$ cat config.mk
export PLATFORM = sky130hd
export DESIGN_NAME = stepdown_seq_ctrl_flat
export DESIGN_NICKNAME = d
export VERILOG_FILES = /design/src/rtl/stepdown_seq_ctrl_if.sv /design/src/rtl/stepdown_seq_ctrl.sv /design/src/flat_wrapper.sv
export SDC_FILE = /design/constraint.sdc
export NUM_CORES = 1
export LEC_CHECK = 0
export BUFFER_PORTS_ARGS = -buffer_cell sky130_fd_sc_hd__buf_4
export CAP_MARGIN = 20
export CORE_MARGIN = 2
export CORE_UTILIZATION = 40
export CTS_BUF_LIST = sky130_fd_sc_hd__clkbuf_8
export DETAILED_ROUTE_END_ITERATION = 7
export GPL_ROUTABILITY_DRIVEN = 0
export PLACE_DENSITY = 0.59
export SKIP_LAST_GASP = 1
export SLEW_MARGIN = 20
export SYNTH_ARGS = -nofsm -noshare
export SYNTH_HDL_FRONTEND = slang
export SYNTH_SLANG_ARGS = --single-unit
$ cat constraint.sdc
create_clock -name CLK -period 6.36 [get_ports CLK]
set_clock_uncertainty 0.2 [all_clocks]
set_input_delay 0.636 -clock CLK [delete_from_list [all_inputs] [get_ports CLK]]
set_output_delay 0.636 -clock CLK [all_outputs]
set_load 0.01 [all_outputs]
$ cat src/rtl/stepdown_seq_ctrl_if.sv
// Control and status bundle of the step-down sequencer.
// There is no valid/ready pair. The controller samples every input on each
// rising clock edge. Every output changes only on a rising edge or on reset.
// mst_state and drv_state give a read-only view of the two FSMs.
interface stepdown_seq_ctrl_if;
    logic       en;
    logic       uvlo;
    logic       ocp;
    logic       pwm_in;
    logic       hs_on;
    logic       ls_on;
    logic [7:0] ss_ref;
    logic       pgood;
    logic       fault;
    logic [7:0] fault_cnt;
    logic [1:0] mst_state;
    logic [2:0] drv_state;

    modport master (
        output en, uvlo, ocp, pwm_in,
        input  hs_on, ls_on, ss_ref, pgood, fault, fault_cnt, mst_state, drv_state
    );

    modport slave (
        input  en, uvlo, ocp, pwm_in,
        output hs_on, ls_on, ss_ref, pgood, fault, fault_cnt, mst_state, drv_state
    );
endinterface

$ cat src/rtl/stepdown_seq_ctrl.sv
// Step-down converter sequencer. It has a master FSM (idle / soft-start /
// run / hiccup) and a gate-driver FSM that puts dead time between the
// high-side and low-side gate enables. Every output comes from a flop.
module stepdown_seq_ctrl #(
    parameter int DT_CYCLES     = 4,
    parameter int SS_DIV        = 16,
    parameter int HICCUP_CYCLES = 1024
) (
    input  logic               CLK,
    input  logic               RST,
    input  logic               CELV,
    input  logic               CELG,
    input  logic               SUB,
    stepdown_seq_ctrl_if.slave bus
);
    typedef enum logic [1:0] {
        M_IDLE  = 2'd0,
        M_SS    = 2'd1,
        M_RUN   = 2'd2,
        M_FAULT = 2'd3
    } mst_e;

    typedef enum logic [2:0] {
        D_OFF   = 3'd0,
        D_LS    = 3'd1,
        D_DT_LH = 3'd2,
        D_HS    = 3'd3,
        D_DT_HL = 3'd4
    } drv_e;

    localparam logic [3:0]  DT_LOAD  = 4'(DT_CYCLES - 1);
    localparam logic [7:0]  SS_LAST  = 8'(SS_DIV - 1);
    localparam logic [15:0] HIC_LAST = 16'(HICCUP_CYCLES - 1);

    mst_e        mst_q, mst_d;
    drv_e        drv_q, drv_d;
    logic [7:0]  ps_q, ps_d;
    logic [7:0]  ss_ref_q, ss_ref_d;
    logic [15:0] hic_q, hic_d;
    logic [3:0]  dt_q, dt_d;
    logic [7:0]  fault_cnt_q, fault_cnt_d;
    logic        hs_on_q, hs_on_d;
    logic        ls_on_q, ls_on_d;
    logic        pgood_q, pgood_d;
    logic        fault_q, fault_d;

    logic kill;
    logic ss_step;
    logic drv_force;
    logic unused_supply;

    // The supply and substrate pins have no logic function.
    assign unused_supply = ^{CELV, CELG, SUB};

    // Disable or undervoltage overrides everything else, including an OCP trip.
    assign kill    = !bus.en || bus.uvlo;
    assign ss_step = (ps_q == SS_LAST);

    // The driver stays OFF while the master is inactive in the current or next
    // cycle. So an OCP trip or a disable drops the gates on the edge that samples it.
    assign drv_force = (mst_q == M_IDLE) || (mst_q == M_FAULT) ||
                       (mst_d == M_IDLE) || (mst_d == M_FAULT);

    // State register: all flops, asynchronous active-high reset.
    always_ff @(posedge CLK or posedge RST) begin
        if (RST) begin
            mst_q       <= M_IDLE;
            drv_q       <= D_OFF;
            ps_q        <= '0;
            ss_ref_q    <= '0;
            hic_q       <= '0;
            dt_q        <= '0;
            fault_cnt_q <= '0;
            hs_on_q     <= 1'b0;
            ls_on_q     <= 1'b0;
            pgood_q     <= 1'b0;
            fault_q     <= 1'b0;
        end else begin
            mst_q       <= mst_d;
            drv_q       <= drv_d;
            ps_q        <= ps_d;
            ss_ref_q    <= ss_ref_d;
            hic_q       <= hic_d;
            dt_q        <= dt_d;
            fault_cnt_q <= fault_cnt_d;
            hs_on_q     <= hs_on_d;
            ls_on_q     <= ls_on_d;
            pgood_q     <= pgood_d;
            fault_q     <= fault_d;
        end
    end

    // Master next state: soft-start ramp, OCP trip, hiccup hold-off.
    always_comb begin
        mst_d       = mst_q;
        ps_d        = ps_q;
        ss_ref_d    = ss_ref_q;
        hic_d       = hic_q;
        fault_cnt_d = fault_cnt_q;
        if (kill) begin
            mst_d    = M_IDLE;
            ps_d     = '0;
            ss_ref_d = '0;
            hic_d    = '0;
        end else begin
            case (mst_q)
                M_IDLE: begin
                    mst_d    = M_SS;
                    ps_d     = '0;
                    ss_ref_d = '0;
                end
                M_SS, M_RUN: begin
                    if (bus.ocp) begin
                        mst_d    = M_FAULT;
                        ps_d     = '0;
                        ss_ref_d = '0;
                        hic_d    = '0;
                        if (fault_cnt_q != 8'hFF) begin
                            fault_cnt_d = fault_cnt_q + 8'd1;
                        end
                    end else if (mst_q == M_SS) begin
                        if (ss_step) begin
                            ps_d = '0;
                            // At full scale the step edge hands over to RUN instead of wrapping.
                            if (ss_ref_q == 8'hFF) begin
                                mst_d = M_RUN;
                            end else begin
                                ss_ref_d = ss_ref_q + 8'd1;
                            end
                        end else begin
                            ps_d = ps_q + 8'd1;
                        end
                    end
                end
                M_FAULT: begin
                    if (hic_q == HIC_LAST) begin
                        mst_d = M_SS;
                        hic_d = '0;
                        ps_d  = '0;
                    end else begin
                        hic_d = hic_q + 16'd1;
                    end
                end
                default: mst_d = M_IDLE;
            endcase
        end
    end

    // Driver next state: dead time is inserted on every change of gate side.
    always_comb begin
        drv_d = drv_q;
        dt_d  = dt_q;
        if (drv_force) begin
            drv_d = D_OFF;
            dt_d  = '0;
        end else begin
            case (drv_q)
                D_OFF: begin
                    if (bus.pwm_in) begin
                        drv_d = D_DT_LH;
                        dt_d  = DT_LOAD;
                    end else begin
                        drv_d = D_LS;
                    end
                end
                D_LS: begin
                    if (bus.pwm_in) begin
                        drv_d = D_DT_LH;
                        dt_d  = DT_LOAD;
                    end
                end
                D_DT_LH: begin
                    if (dt_q == 4'd0) begin
                        drv_d = bus.pwm_in ? D_HS : D_LS;
                    end else begin
                        dt_d = dt_q - 4'd1;
                    end
                end
                D_HS: begin
                    if (!bus.pwm_in) begin
                        drv_d = D_DT_HL;
                        dt_d  = DT_LOAD;
                    end
                end
                D_DT_HL: begin
                    if (dt_q == 4'd0) begin
                        if (bus.pwm_in) begin
                            drv_d = D_DT_LH;
                            dt_d  = DT_LOAD;
                        end else begin
                            drv_d = D_LS;
                        end
                    end else begin
                        dt_d = dt_q - 4'd1;
                    end
                end
                default: drv_d = D_OFF;
            endcase
        end
    end

    // Output decode: outputs follow the next states and are registered, so no decode glitches reach the pins.
    always_comb begin
        hs_on_d = (drv_d == D_HS);
        ls_on_d = (drv_d == D_LS);
        pgood_d = (mst_d == M_RUN);
        fault_d = (mst_d == M_FAULT);
    end

    assign bus.hs_on     = hs_on_q;
    assign bus.ls_on     = ls_on_q;
    assign bus.ss_ref    = ss_ref_q;
    assign bus.pgood     = pgood_q;
    assign bus.fault     = fault_q;
    assign bus.fault_cnt = fault_cnt_q;
    assign bus.mst_state = mst_q;
    assign bus.drv_state = drv_q;
endmodule

$ cat src/flat_wrapper.sv
// flat-port wrapper written by rule: the top's interface ports become plain ports
module stepdown_seq_ctrl_flat 
#(
    parameter int DT_CYCLES     = 4,
    parameter int SS_DIV        = 16,
    parameter int HICCUP_CYCLES = 1024
)
  (CLK, RST, CELV, CELG, SUB, bus_en, bus_uvlo, bus_ocp, bus_pwm_in, bus_hs_on, bus_ls_on, bus_ss_ref, bus_pgood, bus_fault, bus_fault_cnt, bus_mst_state, bus_drv_state);
  stepdown_seq_ctrl_if bus_i ();
  input  logic CLK;
  input  logic RST;
  input  logic CELV;
  input  logic CELG;
  input  logic SUB;
  input wire logic [$bits(bus_i.en)-1:0] bus_en;
  input wire logic [$bits(bus_i.uvlo)-1:0] bus_uvlo;
  input wire logic [$bits(bus_i.ocp)-1:0] bus_ocp;
  input wire logic [$bits(bus_i.pwm_in)-1:0] bus_pwm_in;
  output wire logic [$bits(bus_i.hs_on)-1:0] bus_hs_on;
  output wire logic [$bits(bus_i.ls_on)-1:0] bus_ls_on;
  output wire logic [$bits(bus_i.ss_ref)-1:0] bus_ss_ref;
  output wire logic [$bits(bus_i.pgood)-1:0] bus_pgood;
  output wire logic [$bits(bus_i.fault)-1:0] bus_fault;
  output wire logic [$bits(bus_i.fault_cnt)-1:0] bus_fault_cnt;
  output wire logic [$bits(bus_i.mst_state)-1:0] bus_mst_state;
  output wire logic [$bits(bus_i.drv_state)-1:0] bus_drv_state;
  assign bus_i.en = bus_en;
  assign bus_i.uvlo = bus_uvlo;
  assign bus_i.ocp = bus_ocp;
  assign bus_i.pwm_in = bus_pwm_in;
  assign bus_hs_on = bus_i.hs_on;
  assign bus_ls_on = bus_i.ls_on;
  assign bus_ss_ref = bus_i.ss_ref;
  assign bus_pgood = bus_i.pgood;
  assign bus_fault = bus_i.fault;
  assign bus_fault_cnt = bus_i.fault_cnt;
  assign bus_mst_state = bus_i.mst_state;
  assign bus_drv_state = bus_i.drv_state;
  stepdown_seq_ctrl #(.DT_CYCLES(DT_CYCLES), .SS_DIV(SS_DIV), .HICCUP_CYCLES(HICCUP_CYCLES)) u_core (.CLK(CLK), .RST(RST), .CELV(CELV), .CELG(CELG), .SUB(SUB), .bus(bus_i));
endmodule
==> results.md <==
- Dpl cells: 459
- Layout Utilization: a little under half
- M1 wire length: around 3300 µm
- I/O pin cnt: 34
- Uppermost layer routed: met4
- F_max: approximately 330 MHz
- Synth cell types: 54
- Vias per cell: roughly 5.6
- Proportion of synthesized area in mux cells: less than 1%
- Num CTS Buffers: 5
- Diodes inserted: 0
- Synth Flop Type: dfrtp_1
- CORE AREA: around 7600 µm²
- Max Slew Vio Count: 0
- Area share of the largest cell type after synthesis: between 40 and 50%
- Wire length on met3: approximately 220 µm
- Post-synth net total: 358
- Run status: finished, final reports clean
- Top cells by area, synth: dfrtp_1 (43%), o21ai_0 (4.7%), ha_1 (4.1%)
- Grt ovf: 0
- Gr usage total: between 10% and 20%
- ANT nets after route: 0
- Die Footprint: 8429 µm²
- Die W: between 90 and 100 µm
- Pre-CTS setup slack: around 3.3 ns
- Slew headroom: roughly 45%
- CTS tree: built
- Post-synthesis instance total: roughly 340
- Pin count of the biggest net entering global routing: 54
- Synthesized cell area: between 3000 and 4000 µm²
- DRC viols: 0
- Post-synth EDFFs: 0
- Setup Total Neg Slack: 0 ns
- Layout area overhead: 14.44%
- Filler cell count: 751
- Power density over the cells: 197.3 nW/µm²
- Final #Nets: 383
- Initial drt markers: just under 50
- Critical path class: reg2reg
- Vias in the first global route: 2381
- Initial antenna violation count: 0
- WP data arrival: slightly above 3 ns
- Synth Area in XOR/XNOR: 5.112%
- Worst-path clk slew: 0.10 ns
- CTS resizes: 0
- Crit share post-route: between 40 and 50%
- Post-synthesis compound-gate area fraction: around 18%
- Max Cap Viol: 0
- Starting Density: between 40 and 50%
- Avg Cell Area, Syn: 9.098 µm²
- Adder-cell share of the synthesized area: under 10%
- Final setup viols: 0
- Root buf cell: clkbuf_8
- Clock Tree Buf Depth: 2
- Crit path required time: 6.37 ns
- Most frequent cell after synthesis: dfrtp_1
- Synth area leader: dfrtp_1
- Share of cells above drive strength 1: 14.79%
- Worst-Margin Slew: 0.8199 ns
- Critical Path End Type: flip-flop
- Setup Buffers After CTS: 0
- VDD IR max: roughly 0.077 mV
- Sequential cell area fraction in the yosys report: roughly 43%
- Synth Area in Simple Gates: 25.40%
- Most frequent cells after synthesis: dfrtp_1 (53), nor2_1 (32), o21ai_0 (29)
- Std cell rows: 32
- Worst hold path class: reg2reg
- Largest family of logic cells by synthesized area: simple AND/OR/NAND/NOR gates
- Total wire length: between 6000 and 7000 µm
- Final Non-Filler Cells: between 400 and 500
- Port buffer count: 30
- CP max FO: 12
- Tmin final: 3.056 ns
- CTS Sinks: 53
- Final HPWL DP: between 4000 and 5000 µm
- Leakage: about 1.5 nW
- Die Ht: 91.81 µm
- Synth async-reset ratio: 100.0%
- Critical Path Source Type: flip-flop
- # H-tree levels: 2
- Clk_lat worst skew: just over 0.3 ns
- Fin Hold WS: around 0.30 ns
- Via count: ~2.6k
- Worst setup margin: between 3 and 4 ns
- Drt wl/cell: around 14 µm
- RSZ-0062 raised after global routing: no
- First-pass GRT wire length: ~11000 µm
- Final hold violations: 0
- Number of hold buffers added after cts: 0
- Router iterations before antenna repair: 4
- Number of synthesized register bits: 53
- Synth warn: 0
- Met2 WL: 2940 µm
[final cells by class]
class / count / area (µm²) / area share (%)
Inverter: 13 / 48.80 / 1.382
Clock inverter: 3 / 65.06 / 1.843
Timing Repair Buffer: 31 / 232.7 / 6.593
Multi-Input combinational cell: 260 / 1660 / 47.04
Sequential cell: 53 / 1326 / 37.58
Clock buffer: 5 / 68.82 / 1.950
Tap cell: 102 / 127.6 / 3.616
[logic make-up after synthesis]
kind of cell / after synthesis
fa+ha+maj: 11
flops: 53
buf+inv: 26
mux: 2
compound gates: 84
simple gates: 145
xor+xnor: 18
[flip-flops by register name, summed over array words and instances (netlist names)]
name,flops
u_core.bus.hs_on,1
u_core.hic_q,16
u_core.bus.fault,1
u_core.bus.mst_state,2
u_core.bus.ls_on,1
u_core.bus.drv_state,3
u_core.bus.fault_cnt,8
u_core.ps_q,8
u_core.bus.pgood,1
u_core.bus.ss_ref,8
u_core.dt_q,4
[through the flow]
step,area (µm²),total power [W]
global route,3530,0.0007291
detailed placement,3396,0.0004307
CTS,3530,0.0007070
floorplan,3084,0.0004028
finish,3530,0.0006966
global placement,3396,0.0004297
[where the power goes]
group          internal, W  switching (W)
Sequential        0.000345      0.0000115
Clock             0.000156       0.000117
Combinational    0.0000293      0.0000367
Total             0.000531       0.000166
[critical path, cell delays in order, from the launching register on]
cell	delay, ns
dfrtp_1	0.55
inv_1	0.08
ha_1	0.47
nand4bb_1	0.46
o22ai_1	0.78
o21ai_0	0.20
a22o_1	0.22
[metal layers]
metal | global-route usage (%) | vias up
li1 | - | 1298
met1 | 21.70 | 1258
met2 | 26.29 | 36
met3 | 3.369 | 8
met4 | 4.975 | 0
met5 | 0 | -
[cells in the final DEF, fill, tap and decap left out, types with 3 or more instances in the layout]
| cell | instances |
|---|---|
| nor2_1 | 32 |
| xor2_1 | 6 |
| xnor2_1 | 12 |
| buf_4 | 31 |
| ha_1 | 10 |
| nand2_1 | 26 |
| or2_2 | 4 |
| dfrtp_1 | 53 |
| clkbuf_8 | 5 |
| a31oi_1 | 5 |
| nand2b_1 | 8 |
| or4_4 | 3 |
| inv_1 | 12 |
| a22o_1 | 3 |
| nand3_1 | 15 |
| o31ai_1 | 6 |
| a21oi_1 | 16 |
| and3_1 | 3 |
| nand4b_1 | 3 |
| and2_1 | 5 |
| o21ai_0 | 29 |
| nor3_1 | 9 |
| nand4_1 | 9 |
| nor2b_1 | 4 |
| nor4_1 | 10 |
| o211ai_1 | 3 |
| or3_1 | 3 |
[final timing paths]
path / slack [ns] / end / startpoint / depth (start not counted)
max: 3.30 / u_core.ps_q[3] / u_core.bus.mst_state[0] / 6
min: 0.30 / u_core.bus.fault_cnt[7] / u_core.bus.fault_cnt[7] / 1
max reg2reg: 3.30 / u_core.ps_q[3] / u_core.bus.mst_state[0] / 6
max in group asynchronous: 5.19 / u_core.ps_q[0] / RST / 3
min in group asynchronous: 0.31 / u_core.bus.fault_cnt[3] / RST / 3
min reg2reg: 0.30 / u_core.bus.fault_cnt[7] / u_core.bus.fault_cnt[7] / 1
(Power assumes the default switching activity.)
